$ cat config.mk
export PLATFORM = sky130hd
export DESIGN_NAME = uart_rx_fifo
export DESIGN_NICKNAME = d
export VERILOG_FILES = /design/src/rtl/uart_rx_fifo.sv
export SDC_FILE = /design/constraint.sdc
export NUM_CORES = 1
export LEC_CHECK = 0
export CORE_MARGIN = 3
export CORE_UTILIZATION = 55
export DETAILED_ROUTE_END_ITERATION = 7
export PLACE_DENSITY = 0.82
export SYNTH_ARGS = -nofsm -noshare
export SYNTH_HDL_FRONTEND = slang
export SYNTH_SLANG_ARGS = --single-unit
$ cat constraint.sdc
create_clock -name clk_i -period 6.1 [get_ports clk_i]
set_clock_uncertainty 0.15 [all_clocks]
set_input_delay 1.22 -clock clk_i [delete_from_list [all_inputs] [get_ports clk_i]]
set_output_delay 1.22 -clock clk_i [all_outputs]
set_load 0.02 [all_outputs]
$ cat src/rtl/uart_rx_fifo.sv
// 8N1 UART receiver feeding a first-word-fall-through receive FIFO.
// Sticky frame/overflow flags; a receiver disable drops any frame in flight.
module uart_rx_fifo #(
  parameter int CLKS_PER_BIT = 16,
  parameter int FIFO_DEPTH   = 8
) (
  input  logic                          clk_i,
  input  logic                          rst_ni,
  input  logic                          en_i,
  input  logic                          rx_i,
  output logic [7:0]                    rx_data_o,
  output logic                          rx_valid_o,
  input  logic                          rx_ready_i,
  output logic [$clog2(FIFO_DEPTH):0]   fifo_level_o,
  output logic                          frame_err_o,
  output logic                          overflow_o,
  input  logic                          clr_err_i
);

  localparam int AW    = $clog2(FIFO_DEPTH);
  localparam int LW    = AW + 1;
  localparam int CNT_W = $clog2(CLKS_PER_BIT + 1);
  localparam logic [CNT_W-1:0] HALF_LAST = CNT_W'(CLKS_PER_BIT / 2 - 1);
  localparam logic [CNT_W-1:0] FULL_LAST = CNT_W'(CLKS_PER_BIT - 1);

  typedef enum logic [1:0] {
    IDLE  = 2'd0,
    START = 2'd1,
    DATA  = 2'd2,
    STOP  = 2'd3
  } state_e;

  // sync_reg[1] is the synchronized line, sync_reg[2] its one-cycle delay
  logic [2:0] sync_reg;
  logic       rxs;
  logic       rxs_d;

  state_e           state_reg, state_next;
  logic [CNT_W-1:0] cnt_reg, cnt_next;
  logic [2:0]       bit_reg, bit_next;
  logic [7:0]       shift_reg, shift_next;
  logic             push;
  logic             ferr_set;

  logic [7:0]    mem [FIFO_DEPTH];
  logic [AW-1:0] wr_ptr_reg, rd_ptr_reg;
  logic [LW-1:0] count_reg, count_next;
  logic          pop;
  logic          full;
  logic          do_push;
  logic          ovf_set;
  logic          frame_err_reg;
  logic          overflow_reg;

  always_ff @(posedge clk_i or negedge rst_ni) begin
    if (!rst_ni) begin
      sync_reg <= 3'b111;
    end else begin
      sync_reg <= {sync_reg[1:0], rx_i};
    end
  end

  assign rxs   = sync_reg[1];
  assign rxs_d = sync_reg[2];

  always_ff @(posedge clk_i or negedge rst_ni) begin
    if (!rst_ni) begin
      state_reg <= IDLE;
      cnt_reg   <= '0;
      bit_reg   <= '0;
      shift_reg <= '0;
    end else begin
      state_reg <= state_next;
      cnt_reg   <= cnt_next;
      bit_reg   <= bit_next;
      shift_reg <= shift_next;
    end
  end

  always_comb begin
    state_next = state_reg;
    cnt_next   = cnt_reg;
    bit_next   = bit_reg;
    shift_next = shift_reg;
    push       = 1'b0;
    ferr_set   = 1'b0;
    if (!en_i) begin
      state_next = IDLE;
      cnt_next   = '0;
      bit_next   = '0;
    end else begin
      case (state_reg)
        IDLE: begin
          // only a fresh high-to-low edge arms the receiver, so a held break is ignored
          if (rxs_d && !rxs) begin
            cnt_next   = '0;
            state_next = START;
          end
        end
        START: begin
          if (cnt_reg == HALF_LAST) begin
            cnt_next = '0;
            if (!rxs) begin
              bit_next   = '0;
              state_next = DATA;
            end else begin
              state_next = IDLE;
            end
          end else begin
            cnt_next = cnt_reg + CNT_W'(1);
          end
        end
        DATA: begin
          if (cnt_reg == FULL_LAST) begin
            cnt_next            = '0;
            shift_next[bit_reg] = rxs;
            if (bit_reg == 3'd7) begin
              state_next = STOP;
            end else begin
              bit_next = bit_reg + 3'd1;
            end
          end else begin
            cnt_next = cnt_reg + CNT_W'(1);
          end
        end
        STOP: begin
          if (cnt_reg == FULL_LAST) begin
            cnt_next   = '0;
            state_next = IDLE;
            if (rxs) begin
              push = 1'b1;
            end else begin
              ferr_set = 1'b1;
            end
          end else begin
            cnt_next = cnt_reg + CNT_W'(1);
          end
        end
        default: begin
          state_next = IDLE;
          cnt_next   = '0;
        end
      endcase
    end
  end

  assign pop  = (count_reg != '0) && rx_ready_i;
  assign full = (count_reg == LW'(FIFO_DEPTH));
  // a pop in the same cycle frees the slot, so a push into a full FIFO still lands
  assign do_push = push && (!full || pop);
  assign ovf_set = push && full && !pop;

  always_comb begin
    count_next = count_reg;
    if (do_push && !pop) begin
      count_next = count_reg + LW'(1);
    end else if (!do_push && pop) begin
      count_next = count_reg - LW'(1);
    end
  end

  always_ff @(posedge clk_i) begin
    if (do_push) begin
      mem[wr_ptr_reg] <= shift_reg;
    end
  end

  always_ff @(posedge clk_i or negedge rst_ni) begin
    if (!rst_ni) begin
      wr_ptr_reg    <= '0;
      rd_ptr_reg    <= '0;
      count_reg     <= '0;
      frame_err_reg <= 1'b0;
      overflow_reg  <= 1'b0;
    end else begin
      if (do_push) begin
        wr_ptr_reg <= wr_ptr_reg + AW'(1);
      end
      if (pop) begin
        rd_ptr_reg <= rd_ptr_reg + AW'(1);
      end
      count_reg     <= count_next;
      frame_err_reg <= ferr_set | (frame_err_reg & ~clr_err_i);
      overflow_reg  <= ovf_set | (overflow_reg & ~clr_err_i);
    end
  end

  // head is forced to zero while empty so the output is clean out of reset
  assign rx_valid_o   = (count_reg != '0);
  assign rx_data_o    = rx_valid_o ? mem[rd_ptr_reg] : 8'h00;
  assign fifo_level_o = count_reg;
  assign frame_err_o  = frame_err_reg;
  assign overflow_o   = overflow_reg;

endmodule

; Word-level counts from Yosys, hierarchy flattened
; Memory sizes are Yosys's and may differ from the RTL's.
; Index checks and enable logic that the tools add are counted.
[word_totals]
register_bits = 33
ramBits = 64
input_bits = 6
output_inout_bits = 15
wordCells = 94
memories = 1
[classes]
n_addsub = 6
order_cmp = 2
eq_ne = 15
mux = 35
bitwise = 5
reduce_logical = 20
[mem_list]
columns = memory, words, word_bits, read_ports, rd_ports_with_merged_regs, write_ports, line_no
row1 = mem, 8, 8, 1, 0, 1, 45  ; logic [7:0] mem [FIFO_DEPTH];
[op_table]
columns = operator, count
row1 = $ne 3x3->1 const B, 7
row2 = $mux 5, 4
row3 = $mux 3, 5
row4 = $pmux 5 s3, 1
row5 = $mux 2, 7
row6 = $mux 1, 11
row7 = $reduce_and 5->1, 2
row8 = $add 3x1->3 const B, 3
row9 = $bwmux 8, 1
row10 = $logic_and 1x1->1, 8
row11 = $mux 4, 2
row12 = $mux 8, 1
row13 = $pmux 2 s4, 1
row14 = $pmux 3 s2, 1
row15 = $add 5x1->5 const B, 1
row16 = $eq 5x3->1 const B, 1
row17 = $eq 5x4->1 const B, 1
row18 = $add 4x1->4 const B, 1
row19 = $eq 2x2->1 const B, 2
row20 = $eq 4x4->1 const B, 1
row21 = $logic_not 1->1, 4
row22 = $lt 3x4->1 const B, 1
row23 = $reduce_bool 4->1, 1
row24 = $sub 4x1->4 const B, 1
row25 = 13 further kinds, 15

; Logic depth before layout (Yosys ltp)
; Gate-level depths: netlist of run 1.
[depth]
word_depth = 9
depth_mapped = 14
ltp_nobuf = 14

; Least setup slack after synthesis of run 1
; OpenSTA, ideal clock, no wires.
[synth_timing]
path_kind = input to register
start = in en_i
end = reg count_reg[3], in the netlist fifo_level_o[3]
setup_time_ns = 0.136
arrival_ns = 2.919
required_ns = 5.814
path_slack_ns = 2.895
cell_stages = 10
path_buffers = 0
path_cell_list = nand4_1 -> nor2_1 -> nand2b_4 -> inv_2 -> ha_1 -> inv_1 -> ha_1 -> a21o_1 -> a2111oi_0 -> o31ai_1
[synth_via]
elab_chain_len = 5
elab_cells_between_ends = 7
classes_between = 2 x mux / 5 x reduce/logical
[synth_rtl]
columns = element, line_no
row1 = "start, declared", 9  ; input logic en_i,
row2 = $mux 1 (*), 87  ; if (!en_i) begin
row3 = $logic_and 1x1->1 (*), 150  ; assign do_push = push && (!full || pop);
row4 = net do_push, 50  ; logic do_push;
row5 = $logic_not 1->1, 157  ; end else if (!do_push && pop) begin
row6 = $logic_and 1x1->1, 157
row7 = $reduce_bool 2->1 (no source line), n/a
row8 = "end signal, assigned", 182  ; count_reg <= count_next;
row9 = "end, declared", 47  ; logic [LW-1:0] count_reg, count_next;
; The timed path passes the listed nets; every way through them passes the cells marked *.
; A chain may end at the register's enable or synchronous reset.

; Worst setup path in the final report of run 1
[layout_timing]
start = reg rd_ptr_reg[0]
end = out rx_data_o[0]
[layout_via]
elab_chain_len = 2
[layout_rtl]
columns = element, line_no
row1 = "start, declared", 46  ; logic [AW-1:0] wr_ptr_reg, rd_ptr_reg;
row2 = "start signal, assigned", 180  ; rd_ptr_reg <= rd_ptr_reg + AW'(1);
row3 = $mem_v2 8x8, n/a
row4 = $mux 8, 190  ; assign rx_data_o = rx_valid_o ? mem[rd_ptr_reg] : 8'h00;
row5 = "end, declared", 11  ; output logic [7:0] rx_data_o,
; Every way passes these cells.

==> results.sh, run 1 <==
export IMPL_status="finished, final reports clean"
export IMPL_cp_arrival_ps=2800
export IMPL_p_per_area_nw_per_um2=343
export IMPL_routed_wl_um=6600
export IMPL_syn_inst=262
export IMPL_synth_area_per_cell_um2=16.2
export IMPL_cp_required_ps=4730
export IMPL_drtIter0Drc=113
export IMPL_dpl_hpwl_um=4520
export IMPL_largest_register_ffs=64
export IMPL_ir_worst_vdd_uv=171
export IMPL_met3_length_um=166
export IMPL_synth_edf_count=64
export IMPL_antenna_found_initial=0
export IMPL_synth_distinct_cells=51
export IMPL_leakage_nw=1.82
export IMPL_cts_buffers=9
export IMPL_hold_class="flop to flop"
export IMPL_tritoncts="done"
export IMPL_gp_congestion=0.864
export IMPL_startpoint_type="flop"
export IMPL_cts_hold_buf=0
export IMPL_rows=31
export IMPL_cts_clk_slew_worst_paths_ps=90
export IMPL_die_h_um=93.7
export IMPL_crit_end="rx_data_o[0]"
export IMPL_synthArstFlopShare_pct=34.0
export IMPL_nNetsFinal=305
export IMPL_cts_buffer_depth=2
export IMPL_period_share_pct=68.3
export IMPL_fin_util_pct=64.3
export IMPL_final_setup_tns_ps=0
export IMPL_grt_max_degree=34
export IMPL_p_clk_share_pct=26.2
export IMPL_grt_pass1_wl_um=11000
export IMPL_regToRegSetupSlack_ps=2850
export IMPL_hold_violations=0
export IMPL_tightest_slew_ps=1110
export IMPL_power_internal_w=0.00114
export IMPL_clockRootBuffer="clkbuf_8"
export IMPL_rsz0062_at_grt="false"
export IMPL_wl_per_cell_um=16.8
export IMPL_route_met2_wl_um=3320
export IMPL_grt_overflow_total=0
export IMPL_antenna_cells=0
export IMPL_yosysSeqAreaShare_pct=65.0
export IMPL_track_usage_pct=17.1
export IMPL_wl_met1_um=3030
export IMPL_grt_pass1_vias=2201
export IMPL_via_per_inst=5.56
export IMPL_synth_area_um2=4230
export IMPL_synth_seq_cells=97
export IMPL_rr_endpoint="fifo_level_o[3]"
export IMPL_core_um2=7370
export IMPL_max_freq_mhz=240
export IMPL_share_seq_of_total_power_pct=50.8
export IMPL_setup_viol=0
export IMPL_yosys_warnings=0
export IMPL_cts_setup_buffers=0
export IMPL_crit_start="rd_ptr_reg[0]"
export IMPL_cp_max_fo=18
export IMPL_slew_violations=0
export IMPL_final_cell_mix="edfxtp_1, dfrtp_1, clkdlybuf4s50_1"
export IMPL_p_sw_share_pct=30.1
export IMPL_syn_num_nets=279
export IMPL_clkLatencyLatePin_ps=350
export IMPL_cts_resized=0
export IMPL_drive_gt1_share_pct=18.8
export IMPL_cap_violations=0
export IMPL_clkSinkCount=97
export IMPL_final_common_cell="edfxtp_1"
export IMPL_drc=0
export IMPL_vias=2181
export IMPL_p_comb_share_pct=23.1
export IMPL_top_layer="met4"
export IMPL_firstDrtPassIters=4
export IMPL_dieArea_um2=8780
export IMPL_die_x_um=93.7
export IMPL_path_class="flop to primary output"
export IMPL_syn2layout_area_growth_pct=11.9
export IMPL_io_pins=21
export IMPL_whs_ps=210
export IMPL_n_fill_cell=530
export IMPL_min_period_ps=4170
export IMPL_port_buffers=20
export IMPL_synth_flop_cell="edfxtp_1"
export IMPL_p_sw_w=0.000489
export IMPL_start_util_pct=57.4
export IMPL_rr_startpoint="cnt_reg[1]"
export IMPL_h_tree_depth=3
export IMPL_end_kind="primary output"
export IMPL_antenna_left=0
export IMPL_max_slew_margin_rel_pct=25.1
export IMPL_r2r_cells=13
cell usage after synthesis, types with 6 or more instances:
library cell | instances | area [um2]
dfrtp_1 | 30 | 751
edfxtp_1 | 64 | 1920
inv_1 | 7 | 26.3
mux2i_1 | 9 | 90.1
mux4_1 | 6 | 158
nor2_1 | 16 | 60.1
mux2_2 | 12 | 135
ha_1 | 10 | 125
nor3_1 | 11 | 55.1
mux4_2 | 10 | 225
nand2_1 | 13 | 48.8
cell families after synthesis:
group	count (synthesis)	synth area share (%)
flops	97	65.0
simple gates	66	8.78
mux	37	14.4
compound gates	25	4.70
buf+inv	20	2.48
fa+ha+maj	11	3.43
xor+xnor	6	1.24
critical path, cell delays in order, from the launching register on:
cell and delay, ps:
dfrtp_1 1000, mux4_1 660, mux2i_1 140, nor2_1 70, clkdlybuf4s50_1 580
power groups by stage:
| stage | clock network, W | registers [W] | logic [W] |
|---|---|---|---|
| floorplan | 0 | 0.000784 | 0.000306 |
| global placement | 0 | 0.000843 | 0.000371 |
| detailed placement | 0 | 0.000843 | 0.000378 |
| global route | 0.000467 | 0.000837 | 0.000404 |
| finish | 0.000425 | 0.000825 | 0.000375 |
| CTS | 0.000438 | 0.000829 | 0.000379 |
how the worst min path moves through the flow:
stage / startpoint / to / slack (ps) / cells after the start
after floorplan: sync_reg[0] / sync_reg[1] / 200 / 0
final: sync_reg[0] / sync_reg[1] / 210 / 0
after CTS: sync_reg[0] / sync_reg[1] / 210 / 0
after detailed placement: sync_reg[0] / sync_reg[1] / 200 / 0
after global routing: sync_reg[0] / sync_reg[1] / 210 / 0
after global placement: sync_reg[0] / sync_reg[1] / 200 / 0
final cells by class:
type | count | area (um2) | area share [%]
Clock buffer | 9 | 124 | 2.62
Clock inverter | 7 | 85.1 | 1.80
Inverter | 10 | 37.5 | 0.793
Multi-Input combinational cell | 145 | 1380 | 29.1
Sequential cell | 97 | 2750 | 58.1
Tap cell | 99 | 124 | 2.62
Timing Repair Buffer | 25 | 238 | 5.02
per-layer routing:
metal | vias up | GRT usage [%]
li1 | 1064 | -
met4 | 0 | 7.22
met1 | 1084 | 22.9
met2 | 27 | 27.3
met3 | 6 | 3.61
met5 | - | 0
through the flow:
step	instance area [um2]	std cells	total power (W)	setup slack, ps
2_1_floorplan	4230	262	0.00109	2890
3_3_place_gp	4530	376	0.00121	2150
3_5_place_dp	4530	376	0.00122	2070
4_1_cts	4740	392	0.00165	1820
5_1_grt	4740	392	0.00171	1710
6_report	4740	392	0.00162	1930
Note: power is estimated with default switching activity, not from simulation.
==> run 2: changes to the inputs <==
Clock period 6.1 ns to 3.9 ns, I/O delays scaled along.
==> run 2 against run 1 <==
Wire length rose by 3.7%. Non-clock buffer count rose by 5. Global-route usage barely moved. Total power increased by 52%. Sequential power rose by 50%. Critical path type unchanged. Clock power grew 42%. Utilization rose by 0.20 points. Critical path depth increased by 1. Die area unchanged.
==> results.sh, run 2 (same netlist as run 1, synthesis figures left out) <==
export IMPL_core_um2=7370
export IMPL_path_class="flop to primary output"
export IMPL_status="finished, final reports clean"
export IMPL_p_per_area_nw_per_um2=520
export IMPL_cp_required_ps=2970
export IMPL_leakage_nw=1.89
export IMPL_grt_pass1_wl_um=11300
export IMPL_share_seq_of_total_power_pct=50.4
export IMPL_grt_overflow_total=0
export IMPL_critical_path_slowest_cell="mux4_1"
export IMPL_io_pins=21
export IMPL_antenna_left=0
export IMPL_max_slew_margin_rel_pct=52.7
export IMPL_n_fill_cell=525
export IMPL_hold_class="flop to flop"
export IMPL_cap_violations=0
export IMPL_min_period_ps=3320
export IMPL_cp_max_fo=18
export IMPL_die_h_um=93.7
export IMPL_max_freq_mhz=301
export IMPL_grt_max_degree=34
export IMPL_wl_per_cell_um=17.2
export IMPL_grt_pass1_vias=2228
export IMPL_final_setup_tns_ps=0
export IMPL_clockRootBuffer="clkbuf_8"
export IMPL_clkSinkCount=97
export IMPL_tritoncts="done"
export IMPL_drtIter0Drc=159
export IMPL_cts_hold_buf=0
export IMPL_p_sw_share_pct=30.7
export IMPL_drc=0
export IMPL_cts_resized=0
export IMPL_slew_violations=0
export IMPL_cts_buffer_depth=2
export IMPL_final_cell_mix="edfxtp_1, dfrtp_1, clkdlybuf4s50_1"
export IMPL_cts_setup_buffers=0
export IMPL_drive_gt1_share_pct=20.1
export IMPL_cts_clk_slew_worst_paths_ps=100
export IMPL_firstDrtPassIters=6
export IMPL_fin_util_pct=64.5
export IMPL_start_util_pct=57.4
export IMPL_h_tree_depth=3
export IMPL_cp_arrival_ps=2390
export IMPL_vias=2262
export IMPL_end_kind="primary output"
export IMPL_finalPower_w=0.00247
export IMPL_tightest_slew_ps=710
export IMPL_dieArea_um2=8780
export IMPL_cts_buffers=9
export IMPL_setup_viol=0
export IMPL_routed_wl_um=6850
export IMPL_period_share_pct=85.1
export IMPL_antenna_cells=0
export IMPL_rows=31
export IMPL_rr_startpoint="cnt_reg[1]"
export IMPL_ir_worst_vdd_uv=214
export IMPL_rr_endpoint="fifo_level_o[3]"
export IMPL_p_clk_share_pct=24.4
export IMPL_power_internal_w=0.00171
export IMPL_die_x_um=93.7
export IMPL_antenna_found_initial=0
export IMPL_crit_end="rx_data_o[5]"
export IMPL_slowest_delay_ps=630
export IMPL_p_comb_share_pct=25.2
export IMPL_nNetsFinal=310
export IMPL_startpoint_type="flop"
export IMPL_rsz0062_at_grt="false"
export IMPL_hold_violations=0
export IMPL_track_usage_pct=17.0
export IMPL_path_cells="buf_4 -> mux4_1 -> mux2i_1 -> nor2_1 -> clkdlybuf4s50_1"
export IMPL_dpl_hpwl_um=4740
export IMPL_gp_congestion=0.849
export IMPL_crit_start="rd_ptr_reg[0]"
export IMPL_p_sw_w=0.000758
export IMPL_regToRegSetupSlack_ps=610
export IMPL_clkLatencyLatePin_ps=350
export IMPL_syn2layout_area_growth_pct=12.2
export IMPL_final_common_cell="edfxtp_1"
export IMPL_largest_register_ffs=64
export IMPL_port_buffers=20
export IMPL_via_per_inst=5.70
export IMPL_r2r_cells=14
[run 2: cell count changes in the layout (fill, tap and decap cells not counted), sizes merged]
| cell | before | now |
|---|---|---|
| buf | 5 | 10 |
| clkinv | 0 | 3 |
| bufinv | 1 | 0 |
| clkinvlp | 2 | 1 |
| inv | 14 | 13 |
[run 2: final cells by class]
class	instances	area (um2)	area share (%)
repair buffers	30	275	5.79
clock buffers	9	124	2.61
flip-flops and latches	97	2750	57.9
well taps	99	124	2.61
inverters	10	37.5	0.790
clock inverters	7	62.6	1.32
multi-input cells	145	1380	29.0
[run 2: worst max-delay path, delay by kind of cell (launching register included)]
kind / cells / cell delay, ps
DFF: 1 / 340
and+or+nand+nor: 1 / 60
muxes: 2 / 770
buffers and inverters: 2 / 860
[run 2: per-stage QoR]
stage          setup slack (ps)  instances  area [um2]  hold slack [ps]
2_1_floorplan               942        262        4230              195
3_3_place_gp                385        381        4560              198
3_5_place_dp                304        381        4560              206
4_1_cts                     529        397        4750              220
5_1_grt                     299        397        4750              223
6_report                    581        397        4750              222
[run 2: worst min-delay path by stage]
stage / cells past startpoint / slack (ps) / to / start
final: 0 / 220 / sync_reg[1] / sync_reg[0]
after global routing: 0 / 220 / sync_reg[1] / sync_reg[0]
after floorplan: 0 / 200 / sync_reg[1] / sync_reg[0]
after global placement: 0 / 200 / sync_reg[1] / sync_reg[0]
after detailed placement: 0 / 210 / sync_reg[1] / sync_reg[0]
after CTS: 0 / 220 / sync_reg[1] / sync_reg[0]
[run 2: layer usage]
metal / GRT usage (%) / wire [um] / vias to the layer above / part of all wire, %
li1: - / - / 1073 / -
met1: 23.5 / 3050 / 1128 / 45
met2: 27.3 / 3400 / 53 / 50
met3: 2.72 / 301 / 8 / 4.4
met4: 6.98 / 93 / 0 / 1.4
met5: 0 / 0 / - / 0
[run 2: power groups by stage]
| stage | Clock [W] | Combinational, W | Sequential [W] |
|---|---|---|---|
| floorplan | 0 | 0.000474 | 0.00123 |
| global route | 0.000651 | 0.000681 | 0.00126 |
| detailed placement | 0 | 0.000634 | 0.00127 |
| CTS | 0.000611 | 0.000635 | 0.00125 |
| finish | 0.000602 | 0.000622 | 0.00124 |
| global placement | 0 | 0.000618 | 0.00127 |
